<file path="config.mk">
export PLATFORM = sky130hd
export DESIGN_NAME = regfile_access_ctrl
export DESIGN_NICKNAME = d
export VERILOG_FILES = /design/src/rtl/regfile_access_ctrl.sv
export SDC_FILE = /design/constraint.sdc
export NUM_CORES = 1
export LEC_CHECK = 0
export BUFFER_PORTS_ARGS = -buffer_cell sky130_fd_sc_hd__buf_2
export CORE_UTILIZATION = 35
export DETAILED_ROUTE_END_ITERATION = 10
export SLEW_MARGIN = 10
export SYNTH_ARGS = -nofsm -noshare
export SYNTH_HDL_FRONTEND = slang
export SYNTH_SLANG_ARGS = --single-unit
</file>
<file path="constraint.sdc">
create_clock -name clk -period 6.9 [get_ports clk]
set_input_delay 1.38 -clock clk [delete_from_list [all_inputs] [get_ports clk]]
set_output_delay 1.38 -clock clk [all_outputs]
set_load 0.02 [all_outputs]
</file>
<file path="src/rtl/regfile_access_ctrl.sv">
// Register file access controller: operand reads for decode plus
// buffered writebacks, arbitrated so reads observe earlier writes.
module regfile_access_ctrl #(
  parameter int REG_WIDTH     = 16,
  parameter int WB_FIFO_DEPTH = 4
) (
  input  logic                 clk,
  input  logic                 rst,
  input  logic                 i_1_rd_req_valid,
  output logic                 o_1_rd_req_ready,
  input  logic [3:0]           i_4_rs1,
  input  logic [3:0]           i_4_rs2,
  output logic                 o_1_opnd_valid,
  input  logic                 i_1_opnd_ready,
  output logic [REG_WIDTH-1:0] o_R_opnd1,
  output logic [REG_WIDTH-1:0] o_R_opnd2,
  input  logic                 i_1_wb_valid,
  output logic                 o_1_wb_ready,
  input  logic [3:0]           i_4_wb_addr,
  input  logic [REG_WIDTH-1:0] i_R_wb_data,
  output logic [3:0]           o_4_rd1_addr,
  output logic [3:0]           o_4_rd2_addr,
  output logic [3:0]           o_4_wr_addr,
  output logic [REG_WIDTH-1:0] o_R_wr_data,
  output logic                 o_1_reg_wr_en,
  input  logic [REG_WIDTH-1:0] i_R_rd1_data,
  input  logic [REG_WIDTH-1:0] i_R_rd2_data
);

  localparam int AW = $clog2(WB_FIFO_DEPTH);
  localparam int CW = AW + 1;

  typedef enum logic [1:0] {
    IDLE,
    RD_ISSUE,
    RD_WAIT,
    OPND_HOLD
  } state_t;

  state_t state;

  logic [3:0]           rs1_q;
  logic [3:0]           rs2_q;
  logic [3:0]           fifo_addr [WB_FIFO_DEPTH];
  logic [REG_WIDTH-1:0] fifo_data [WB_FIFO_DEPTH];
  logic [AW-1:0]        wr_ptr;
  logic [AW-1:0]        rd_ptr;
  logic [CW-1:0]        count;

  logic fifo_empty;
  logic push;
  logic pop;
  logic drain_slot;
  logic rd_accept;

  assign fifo_empty = (count == '0);
  assign o_1_wb_ready = (count < CW'(WB_FIFO_DEPTH));

  // Writes to r15 (PC) are accepted but never queued.
  assign push = i_1_wb_valid & o_1_wb_ready
              & (i_4_wb_addr != 4'hF);

  assign drain_slot = (state == IDLE)
                    | (state == OPND_HOLD);
  assign pop = drain_slot & ~fifo_empty;

  // A read only goes out once nothing is pending or arriving.
  assign o_1_rd_req_ready = (state == IDLE) & fifo_empty
                          & ~i_1_wb_valid;
  assign rd_accept = i_1_rd_req_valid & o_1_rd_req_ready;

  assign o_1_reg_wr_en = pop;
  assign o_4_wr_addr   = pop ? fifo_addr[rd_ptr] : '0;
  assign o_R_wr_data   = pop ? fifo_data[rd_ptr] : '0;
  assign o_4_rd1_addr  = rs1_q;
  assign o_4_rd2_addr  = rs2_q;

  // Read sequencing and operand capture.
  always_ff @(posedge clk) begin
    if (rst) begin
      state          <= IDLE;
      rs1_q          <= '0;
      rs2_q          <= '0;
      o_1_opnd_valid <= 1'b0;
      o_R_opnd1      <= '0;
      o_R_opnd2      <= '0;
    end else begin
      unique case (state)
        IDLE: begin
          if (rd_accept) begin
            rs1_q <= i_4_rs1;
            rs2_q <= i_4_rs2;
            state <= RD_ISSUE;
          end
        end
        RD_ISSUE: begin
          state <= RD_WAIT;
        end
        RD_WAIT: begin
          o_R_opnd1      <= i_R_rd1_data;
          o_R_opnd2      <= i_R_rd2_data;
          o_1_opnd_valid <= 1'b1;
          state          <= OPND_HOLD;
        end
        OPND_HOLD: begin
          if (i_1_opnd_ready) begin
            o_1_opnd_valid <= 1'b0;
            state          <= IDLE;
          end
        end
        default: state <= IDLE;
      endcase
    end
  end

  // Writeback FIFO storage; contents need no reset.
  always_ff @(posedge clk) begin
    if (push) begin
      fifo_addr[wr_ptr] <= i_4_wb_addr;
      fifo_data[wr_ptr] <= i_R_wb_data;
    end
  end

  // Writeback FIFO pointers and occupancy.
  always_ff @(posedge clk) begin
    if (rst) begin
      wr_ptr <= '0;
      rd_ptr <= '0;
      count  <= '0;
    end else begin
      if (push) wr_ptr <= wr_ptr + AW'(1);
      if (pop)  rd_ptr <= rd_ptr + AW'(1);
      unique case ({push, pop})
        2'b10:   count <= count + CW'(1);
        2'b01:   count <= count - CW'(1);
        default: count <= count;
      endcase
    end
  end

endmodule

</file>
Word-level counts from Yosys, hierarchy flattened
Memory sizes are Yosys's and may differ from the RTL's. A register that Yosys moved wholly into a read port is not among the register bits.
Index checks and enable logic that the tools add are counted.
{"block": "classes", "n_reduce_logical": 7, "mux": 14, "magnitude_cmp": 1, "bitwise_logic": 9, "addsub": 4, "eq_ne": 8}
{"operator": "2-to-1 mux 16 bit", "n": 1}
{"operator": "2-to-1 mux 2 bit", "n": 6}
{"operator": "case mux 2 bit (4 select lines)", "n": 1}
{"operator": "AND 1 bit", "n": 6}
{"operator": "equality test 2 bit, second input constant", "n": 3}
{"operator": "case mux 3 bit (2 select lines)", "n": 1}
{"operator": "AND reduction 2 bit", "n": 3}
{"operator": "adder 2 x 1 -> 2 bit, second input constant", "n": 2}
{"operator": "equality test 2 x 1 -> 1 bit, second input constant", "n": 2}
{"operator": "2-to-1 mux 4 bit", "n": 1}
{"operator": "inequality test 2 bit, second input constant", "n": 2}
{"operator": "inequality test 4 bit, second input constant", "n": 1}
{"operator": "nonzero test 2 bit", "n": 2}
{"operator": "adder 3 x 1 -> 3 bit, second input constant", "n": 1}
{"operator": "logical NOT 3 bit", "n": 1}
{"operator": "less-than comparator 3 bit, second input constant", "n": 1}
{"operator": "2-to-1 mux 1 bit", "n": 3}
{"operator": "subtractor 3 x 1 -> 3 bit, second input constant", "n": 1}
{"operator": "logical NOT 2 bit", "n": 1}
{"operator": "inverter 1 bit", "n": 2}
{"operator": "case mux 1 bit (2 select lines)", "n": 1}
{"operator": "bitwise OR 1 bit", "n": 1}
{"block": "totals", "n_memories": 2, "elab_cells": 54, "reg_bits": 50, "ramBits": 80}
{"name": "fifo_data", "words": 4, "word_bits": 16, "rd": 1, "rd_clocked_by_memory_dff": 1, "wr": 1, "line_no": "45", "source": "logic [REG_WIDTH-1:0] fifo_data [WB_FIFO_DEPTH];"}
{"name": "fifo_addr", "words": 4, "word_bits": 4, "rd": 1, "rd_clocked_by_memory_dff": 1, "wr": 1, "line_no": "44", "source": "logic [3:0] fifo_addr [WB_FIFO_DEPTH];"}

Longest topological paths before layout
Gate-level depths: netlist (run 1).
{"block": "depth", "depth_word": 6, "mapped_depth": 11, "depth_no_buf": 10}

Worst setup path after synthesis (run 1)
OpenSTA, ideal clock, no wires.
{"block": "synth_timing", "kind": "input to output", "start": "input port i_1_wb_valid", "end": "output port o_1_rd_req_ready", "slack_ns": 3.734, "arrival_time_ns": 1.786, "path_stages": 2, "n_path_buf": 0, "path_cell_list": "nor4_4 > and2_2"}
{"block": "synth_between", "elab_chain_cells": 2}
{"element": "start: declaration", "line_no": "17", "source": "input logic i_1_wb_valid,"}
{"element": "inverter 1 bit", "line_no": "69", "source": "& ~i_1_wb_valid;"}
{"element": "AND 1 bit", "line_no": "69"}
{"element": "end: declaration", "line_no": "10", "source": "output logic o_1_rd_req_ready,"}
No other way between the ends.

Worst setup path in the final report (run 1)
{"block": "layout_timing", "start": "register state[1]", "end": "output port o_1_reg_wr_en"}
{"block": "layout_between", "elab_chain_cells": 3, "word_cells_on_any_way": 4, "cone_classes": "eq/ne: 1; bitwise: 2; reduce/logical: 1"}
{"element": "start: declaration", "line_no": "40", "source": "state_t state;"}
{"element": "start signal: assignment", "line_no": "81", "source": "state <= IDLE;"}
{"element": "start signal: assignment", "line_no": "93", "source": "state <= RD_ISSUE;"}
{"element": "start signal: assignment", "line_no": "97", "source": "state <= RD_WAIT;"}
{"element": "equality test 2 bit or logical NOT 2 bit (tied branches)", "line_no": "64, 63"}
{"element": "bitwise OR 1 bit (*)", "line_no": "64", "source": "| (state == OPND_HOLD);"}
{"element": "AND 1 bit (*)", "line_no": "65", "source": "assign pop = drain_slot & ~fifo_empty;"}
{"element": "end: declaration", "line_no": "25", "source": "output logic o_1_reg_wr_en,"}
Every way passes the cells marked *; elsewhere a longest branch is shown, timed or not.

==> flow_summary.toml, run 1 <==
[synthesis]
async_reset_ff_frac = 0
ys.flop_type = "edfxtp_1"
ys.warnings.count = 0
mappedNetlistArea_um2 = 5080
synth_edf_count = 80
ys_seq_area_frac = 0.677
synth.avg_cell_area_um2 = 14.9
synth_cell_types = 30
ys_ff_latch = 132
syn_nets = 416
syn_inst = 342

[layout]
layout.nets = 546
layout-drive-gt1-share = 0.373
fill_cells = 1264
area_growth_pct = 27.5
instances_no_fill = 665
insertedDiodeCount = 0

[floorplanning]
die_x_um = 123
pin_count = 129
rows = 43
fp.dieArea_um2 = 15000
core_um2 = 14000
start_util = 0.362
die_h_um = 123

[worst_setup_path]
timing.rr.end = "count[2]"
critical-path-max-stage-delay_ns = 0.76
cpMaxStageDelayCell = "or2_1"
r2r_start = "state[1]"
worstPathMaxFanout = 22
crit_end = "o_1_reg_wr_en"
crit_start = "state[1]"
cp_cell_sequence = "inv_1 > ha_1 > or2_1 > inv_1 > buf_2"
setup.worst_path.class = "reg -> out"
cp-start-kind = "flop"
crit_top_cell = "inv_1"
cp.arrival_ns = 2.35
crit_family = "simple AND/OR/NAND/NOR gates"
cp.depth = 5
crit_path_end_kind = "output pin"
worstRegToRegCells = 10
crit_buf_inv = 3
r2r_setup_slack_ns = 3.86
worstPathRequired_ns = 5.52

[drt]
via_per_inst = 4.59
ant_nets = 0
routed_wirelength_mm = 9.85
drt_iter0_drc = 150
vias = 3055
wl_per_cell_um = 14.8
drc = 0
dr.pass1.iters = 6

[clocking]
cts-buffers-inserted = 17
clockBufferDepth = 2
postCtsSetupBuffers = 0
cts.clk_slew.worst_paths_ns = 0.05
cts-root-buf = "clkbuf_16"
h-tree-depth = 4
cts_tree = "yes"
holdBufCountCts = 0
cts_resized = 0
cts.sinks = 132
clkLatencyLatePin_ns = 0.41

[power]
power_density_nw_per_um2 = 416
vdd_drop_max_v = 0.000187
p_leak_nw = 2.52
p_clk_frac = 0.342
power_frac_comb = 0.283
switching_share = 0.309
netSwitchingPower_uw = 833
power.internal_mw = 1.86
pwr-share-seq = 0.375

[timing]
period_minus_slack_ns = 3.73
worst_pin_slew_ns = 1.08
rsz0062_at_grt = "no"
setup_violations = 0
fmax_ghz = 0.268
hold_viol = 0
slew_violations = 0
maxSlewHeadroom = 0.280
setup_ws_ns = 3.17
fin_tns_setup_ns = 0
post-route-period-util = 0.540
worst_hold_slack_ns = 0.454
worst_clock_skew_ns = 0.00613

[grt]
grt-ovfl-total = 0
track_usage = 0.141
grt_antenna_before_repair = 0
grt_pass1_wl_mm = 15.4
grt_pass1_vias = 3091
grt_max_degree = 52

[placed_design]
preCtsSetupSlack_ns = 3.45
gp_congestion = 0.747
detailed_place_hpwl_mm = 6.25
dp_cells = 633
portBuffers = 128

[job]
cap_violations = 0

[hold_path]
min_path_type = "reg -> reg"

[status]
status = "complete, no violations"
## area by class of cell
type,instances,area (um^2),share of cell area
inverter,12,45.0,0.00695
sequential,132,3440,0.531
clock buffer,18,429,0.0662
clock inverter,14,184,0.0284
tap,180,225,0.0347
multi-input combinational,180,1510,0.232
timing repair buffer,129,648,0.100
## synthesized netlist by cell type (all sizes together), types with 2 or more instances
cell,number,share of area
a21oi,12,0.012
and2,5,0.0064
and3,2,0.0025
buf,10,0.012
clkbuf,8,0.0059
dfxtp,52,0.20
edfxtp,80,0.47
ha,8,0.020
inv,12,0.0089
mux2i,33,0.065
mux4,20,0.089
nand2,18,0.013
nand2b,2,0.0025
nand3,2,0.0020
nor2,42,0.031
nor2b,21,0.026
nor3,2,0.0020
xnor2,3,0.0052
xor2,2,0.0034
## through the flow
step	util	instance area, um^2	power [mW]
after global routing	0.462	6480	2.85
final	0.462	6480	2.69
after floorplan	-	5080	1.57
after global placement	0.418	5870	1.79
after CTS	0.462	6480	2.73
after detailed placement	0.418	5870	1.81
## state kept, by name, indices dropped and copies added, names as in the netlist, 3 cells and up, named ones only
register and flops:
fifo_data 64, fifo_addr 16, o_R_opnd1 16, o_R_opnd2 16, o_4_rd1_addr 4, o_4_rd2_addr 4, count 3
## worst register-to-register path, stage by stage, from the launching register on
cell	delay, ns
dfxtp_1	0.38
inv_1	0.06
ha_1	0.30
or2_1	0.60
inv_1	0.25
ha_1	0.21
inv_1	0.06
fa_1	0.37
xor2_1	0.16
or3_2	0.42
a21oi_1	0.15
## cell families (layout without fill, tap and decap cells)
group           Yosys count  after routing  share of synthesized area
mux                      53             53                      0.154
simple gates             98             98                     0.0935
xor+xnor                  5              5                    0.00862
buf+inv                  30            173                     0.0268
fa+ha+maj                 9              9                     0.0236
flops                   132            132                      0.677
compound gates           15             15                     0.0165
## power by group through the flow
stage / logic, mW / registers (mW) / clock network, mW
floorplan: 0.526 / 1.04 / 0
global placement: 0.764 / 1.02 / 0
detailed placement: 0.781 / 1.03 / 0
CTS: 0.779 / 1.01 / 0.943
global route: 0.846 / 1.02 / 0.983
finish: 0.763 / 1.01 / 0.921
## layer usage
metal / wire, um / track usage
met5: 0 / 0
met1: 4350 / 0.169
met2: 4650 / 0.221
met4: 133 / 0.0549
met3: 710 / 0.0623
## cells in the final DEF, fill, tap and decap left out
cell	count
buf_2	128
edfxtp_1	80
dfxtp_1	52
nor2_1	42
mux2i_1	33
nor2b_1	21
mux4_2	20
nand2_1	18
clkbuf_16	17
inv_1	12
a21oi_1	12
ha_1	7
and2_1	4
bufinv_16	4
xnor2_1	3
clkinv_4	3
clkinv_1	3
nor3_1	2
and3_1	2
nand2b_1	2
nand3_1	2
xor2_1	2
clkinv_2	2
or2_1	1
nand4_1	1
nor4_4	1
and2_2	1
a311oi_1	1
a41o_1	1
o21ai_0	1
or3_2	1
fa_1	1
ha_2	1
clkbuf_1	1
inv_6	1
clkinvlp_4	1
buf_4	1
## worst min-delay path by stage
stage / endpoint / depth (start not counted) / slack [ns] / start
floorplan: flop / 2 / 0.49 / rd_ptr[1]
global placement: o_4_rd1_addr[3] / 2 / 0.44 / o_4_rd1_addr[3]
detailed placement: o_4_rd1_addr[3] / 2 / 0.45 / o_4_rd1_addr[3]
CTS: o_4_rd1_addr[3] / 2 / 0.46 / o_4_rd1_addr[3]
global route: o_4_rd2_addr[3] / 2 / 0.48 / o_4_rd2_addr[3]
finish: o_4_rd1_addr[3] / 2 / 0.45 / o_4_rd1_addr[3]
Note: power is estimated with default switching activity, not from simulation.
==> inputs of run 2 (changes only) <==
Clock period 6.9 ns to 3.1 ns, I/O delays scaled along.
==> flow_summary.toml, run 2 (same netlist as run 1, synthesis figures left out) <==
[floorplanning]
die_h_um = 123
die_x_um = 123
fp.dieArea_um2 = 15000
start_util = 0.362
pin_count = 129
core_um2 = 14000
rows = 43

[layout]
regMostFlops = "fifo_data"
largest_register_ffs = 64
instances_no_fill = 671
layout.nets = 553
insertedDiodeCount = 0
layout-drive-gt1-share = 0.383
area_growth_pct = 28.5
final_common_cell = "buf_2"
final_cell_mix = "buf_2 (128), edfxtp_1 (80), dfxtp_1 (52), nor2_1 (42), mux2i_1 (33)"
fin_area_um2 = 6530
final_core_util = 0.465

[drt]
drc = 0
drt_iter0_drc = 153
wl_per_cell_um = 14.9
routed_wirelength_mm = 10.0
ant_nets = 0
vias = 3099
via_per_inst = 4.62
dr.pass1.iters = 4

[timing]
worst_pin_slew_ns = 0.998
fin_tns_setup_ns = 0
maxSlewHeadroom = 0.335
period_minus_slack_ns = 2.64
slew_violations = 0
hold_viol = 0
setup_violations = 0
fmax_ghz = 0.379
worst_clock_skew_ns = 0.00424
post-route-period-util = 0.850
rsz0062_at_grt = "no"

[worst_setup_path]
worstRegToRegCells = 10
worstPathMaxFanout = 21
r2r_start = "state[1]"
cp-start-kind = "flop"
timing.rr.end = "count[2]"
cp.arrival_ns = 2.02
r2r_setup_slack_ns = 0.60
crit_path_end_kind = "output pin"
crit_start = "state[1]"
crit_end = "o_4_wr_addr[1]"
worstPathRequired_ns = 2.48
setup.worst_path.class = "reg -> out"

[grt]
track_usage = 0.146
grt_max_degree = 35
grt_pass1_wl_mm = 15.9
grt_antenna_before_repair = 0
grt-ovfl-total = 0
grt_pass1_vias = 3266

[power]
power_mw = 6.03
switching_share = 0.309
power_density_nw_per_um2 = 923
p_leak_nw = 2.55
p_clk_frac = 0.341
power.internal_mw = 4.16
power_frac_comb = 0.293
vdd_drop_max_v = 0.000469
netSwitchingPower_mw = 1.87
pwr-share-seq = 0.367

[hold_path]
hp-start = "i_R_wb_data[8]"
min_path_type = "in -> reg"

[clocking]
cts_resized = 0
clockBufferDepth = 2
h-tree-depth = 4
cts.sinks = 132
cts_tree = "yes"
clkLatencyLatePin_ns = 0.41
holdBufCountCts = 0
cts-buffers-inserted = 17
cts.clk_slew.worst_paths_ns = 0.05
cts-root-buf = "clkbuf_16"
postCtsSetupBuffers = 0

[placed_design]
post_dp_cell_area_um2 = 5920
portBuffers = 128
detailed_place_hpwl_mm = 6.49
dp_cells = 640
gp_congestion = 0.732

[status]
status = "complete, no violations"

[job]
cap_violations = 0
## run 2: cell types whose count changed in the layout (fill, tap and decap cells not counted), sizes merged
cell      previous run  this run
buf                129       136
clkinv               8         4
clkinvlp             1         3
inv                 13        14
## run 2: worst min path at each step
stage          cells after the start  slack, ns          endpoint
5_1_grt                            1       0.40  fifo_data[1][13]
6_report                           1       0.43   fifo_data[2][8]
4_1_cts                            1       0.41  fifo_data[2][13]
2_1_floorplan                      2       0.49              flop
3_5_place_dp                       2       0.45   o_4_rd1_addr[3]
3_3_place_gp                       2       0.44   o_4_rd2_addr[2]
## run 2: layout make-up
type,count,area [um^2]
clock inverter,13,181
inverter,12,45.0
fill,1270,7510
sequential,132,3440
tap,180,225
multi-input combinational,180,1510
clock buffer,18,429
timing repair buffer,136,701
## run 2: metal layers
metal,part of all wire,GRT usage,wire [um],up-vias
li1,-,-,-,1496
met1,0.42,0.160,4200,1475
met2,0.48,0.240,4860,121
met3,0.087,0.0734,867,7
met4,0.0089,0.0579,89,0
met5,0,0,0,-
## run 2: worst max-delay path, cell delays in order, from the launching register on
cell     delay [ns]
dfxtp_1        0.38
inv_1          0.06
ha_1           0.30
or2_1          0.25
buf_4          0.23
nor2b_1        0.18
buf_2          0.19
## run 2: power by group through the flow
stage	Sequential (mW)	Combinational [mW]	Clock, mW
2_1_floorplan	2.33	1.17	0
5_1_grt	2.24	1.95	2.18
3_5_place_dp	2.24	1.80	0
6_report	2.21	1.76	2.06
4_1_cts	2.21	1.81	2.11
3_3_place_gp	2.23	1.78	0
## run 2: through the flow
stage	setup WS (ns)	hold slack, ns
after global placement	0.539	0.440
after detailed placement	0.487	0.450
final	0.464	0.427
after global routing	0.337	0.398
after floorplan	0.445	0.490
after CTS	0.412	0.405
==> inputs of run 3 (changes only) <==
Settings changed: CORE_ASPECT_RATIO set to 0.8.
==> flow_summary.toml, run 3 (same netlist as run 1, synthesis figures left out) <==
[status]
status = "complete, no violations"

[layout]
final_cell_mix = "buf_2 (128), edfxtp_1 (80), dfxtp_1 (52), nor2_1 (42), mux2i_1 (33)"
layout.nets = 553
instances_no_fill = 672
largest_register_ffs = 64
area_growth_pct = 27.9
regMostFlops = "fifo_data"
layout-drive-gt1-share = 0.388
insertedDiodeCount = 0
final_common_cell = "buf_2"

[floorplanning]
core_um2 = 13900
die_h_um = 110
rows = 38
pin_count = 129
die_x_um = 137
fp.dieArea_um2 = 15000
start_util = 0.366

[timing]
worst_pin_slew_ns = 1.05
rsz0062_at_grt = "no"
worst_clock_skew_ns = 0.00775
slew_violations = 0
maxSlewHeadroom = 0.303
hold_viol = 0
worst_hold_slack_ns = 0.431
period_minus_slack_ns = 2.64
post-route-period-util = 0.853
setup_violations = 0
fmax_ghz = 0.378
fin_tns_setup_ns = 0

[worst_setup_path]
cp-start-kind = "flop"
r2r_setup_slack_ns = 0.62
cp.arrival_ns = 2.02
worstPathMaxFanout = 21
crit_path_end_kind = "output pin"
setup.worst_path.class = "reg -> out"
worstRegToRegCells = 10
r2r_start = "state[0]"
worstPathRequired_ns = 2.48
timing.rr.end = "count[2]"

[power]
netSwitchingPower_mw = 1.85
vdd_drop_max_v = 0.000398
power_density_nw_per_um2 = 904
pwr-share-seq = 0.376
p_leak_nw = 2.55
p_clk_frac = 0.320
power_frac_comb = 0.304
switching_share = 0.314
power.internal_mw = 4.03

[clocking]
cts-buffers-inserted = 17
clkLatencyLatePin_ns = 0.41
cts_tree = "yes"
clockBufferDepth = 2
cts.sinks = 132
holdBufCountCts = 0
cts-root-buf = "clkbuf_16"
cts.clk_slew.worst_paths_ns = 0.06
h-tree-depth = 4
cts_resized = 0
postCtsSetupBuffers = 0

[drt]
routed_wirelength_mm = 10.1
ant_nets = 0
via_per_inst = 4.61
drc = 0
top_layer_used = "met4"
dr.pass1.iters = 4
wl_per_cell_um = 15.0
vias = 3097
dr_wl_met2_mm = 4.83
route.met3.wl_um = 566
drt_iter0_drc = 109
wl_met1_mm = 4.50

[hold_path]
hp-start = "i_R_wb_data[7]"
min_path_type = "in -> reg"
worstHoldEndpoint = "fifo_data[3][7]"
holdPathStages = 1

[grt]
grt_pass1_vias = 2911
grt_pass1_wl_mm = 14.8
grt-ovfl-total = 0
grt_antenna_before_repair = 0
track_usage = 0.138
grt_max_degree = 35

[placed_design]
portBuffers = 128
dp_cells = 640
gp_congestion = 0.693
detailed_place_hpwl_mm = 6.52

[job]
cap_violations = 0
-- run 3: cell count changes in the layout (fill, tap and decap cells not counted), moves of 2 or more --
cell | before | now
clkbuf_8 | 0 | 4
clkinv_2 | 1 | 5
inv_6 | 2 | 0
bufinv_16 | 4 | 1
inv_4 | 0 | 2
clkinvlp_4 | 3 | 1
clkinv_1 | 2 | 0
-- run 3: stage by stage --
stage | instance area (um^2) | worst slack, ns | util | total power [mW]
final | 6500 | 0.455 | 0.468 | 5.87
after global routing | 6500 | 0.352 | 0.468 | 6.20
after CTS | 6500 | 0.406 | 0.468 | 5.97
after detailed placement | 5930 | 0.497 | 0.427 | 4.07
after global placement | 5930 | 0.565 | 0.427 | 4.02
after floorplan | 5080 | 0.445 | - | 3.50
-- run 3: routing by layer --
| layer | vias to the layer above | track usage |
|---|---|---|
| met3 | 11 | 0.0479 |
| met4 | 0 | 0.0651 |
| li1 | 1501 | - |
| met5 | - | 0 |
| met1 | 1501 | 0.174 |
| met2 | 84 | 0.211 |
-- run 3: power by group through the flow --
| stage | logic, mW | registers (mW) | clock network, mW |
|---|---|---|---|
| 3_3_place_gp | 1.79 | 2.24 | 0 |
| 3_5_place_dp | 1.82 | 2.25 | 0 |
| 4_1_cts | 1.83 | 2.21 | 1.93 |
| 2_1_floorplan | 1.17 | 2.33 | 0 |
| 6_report | 1.78 | 2.21 | 1.88 |
| 5_1_grt | 1.97 | 2.24 | 2.00 |
-- run 3: how the worst max path moves through the flow --
stage                   startpoint              end  depth (start not counted)
floorplan                 state[0]         count[2]                         11
global placement    i_4_wb_addr[2]         count[2]                         10
detailed placement  i_4_wb_addr[2]         count[2]                         10
CTS                       state[0]  o_R_wr_data[10]                          6
global route              state[1]  o_R_wr_data[10]                          6
finish                    state[0]   o_R_wr_data[9]                          6
-- run 3: critical path: stages, from the launching register on --
cell and delay (ns):
dfxtp_1 0.34, inv_1 0.08, ha_1 0.34, or2_1 0.25, buf_4 0.24, nor2b_1 0.18, buf_2 0.18
-- run 3: layout make-up --
cell class	count	area, um^2
clock buffer	23	492
multi-input combinational	180	1510
fill	1254	7380
sequential	132	3440
inverter	12	45.0
tap	180	225
timing repair buffer	136	713
clock inverter	9	75.1
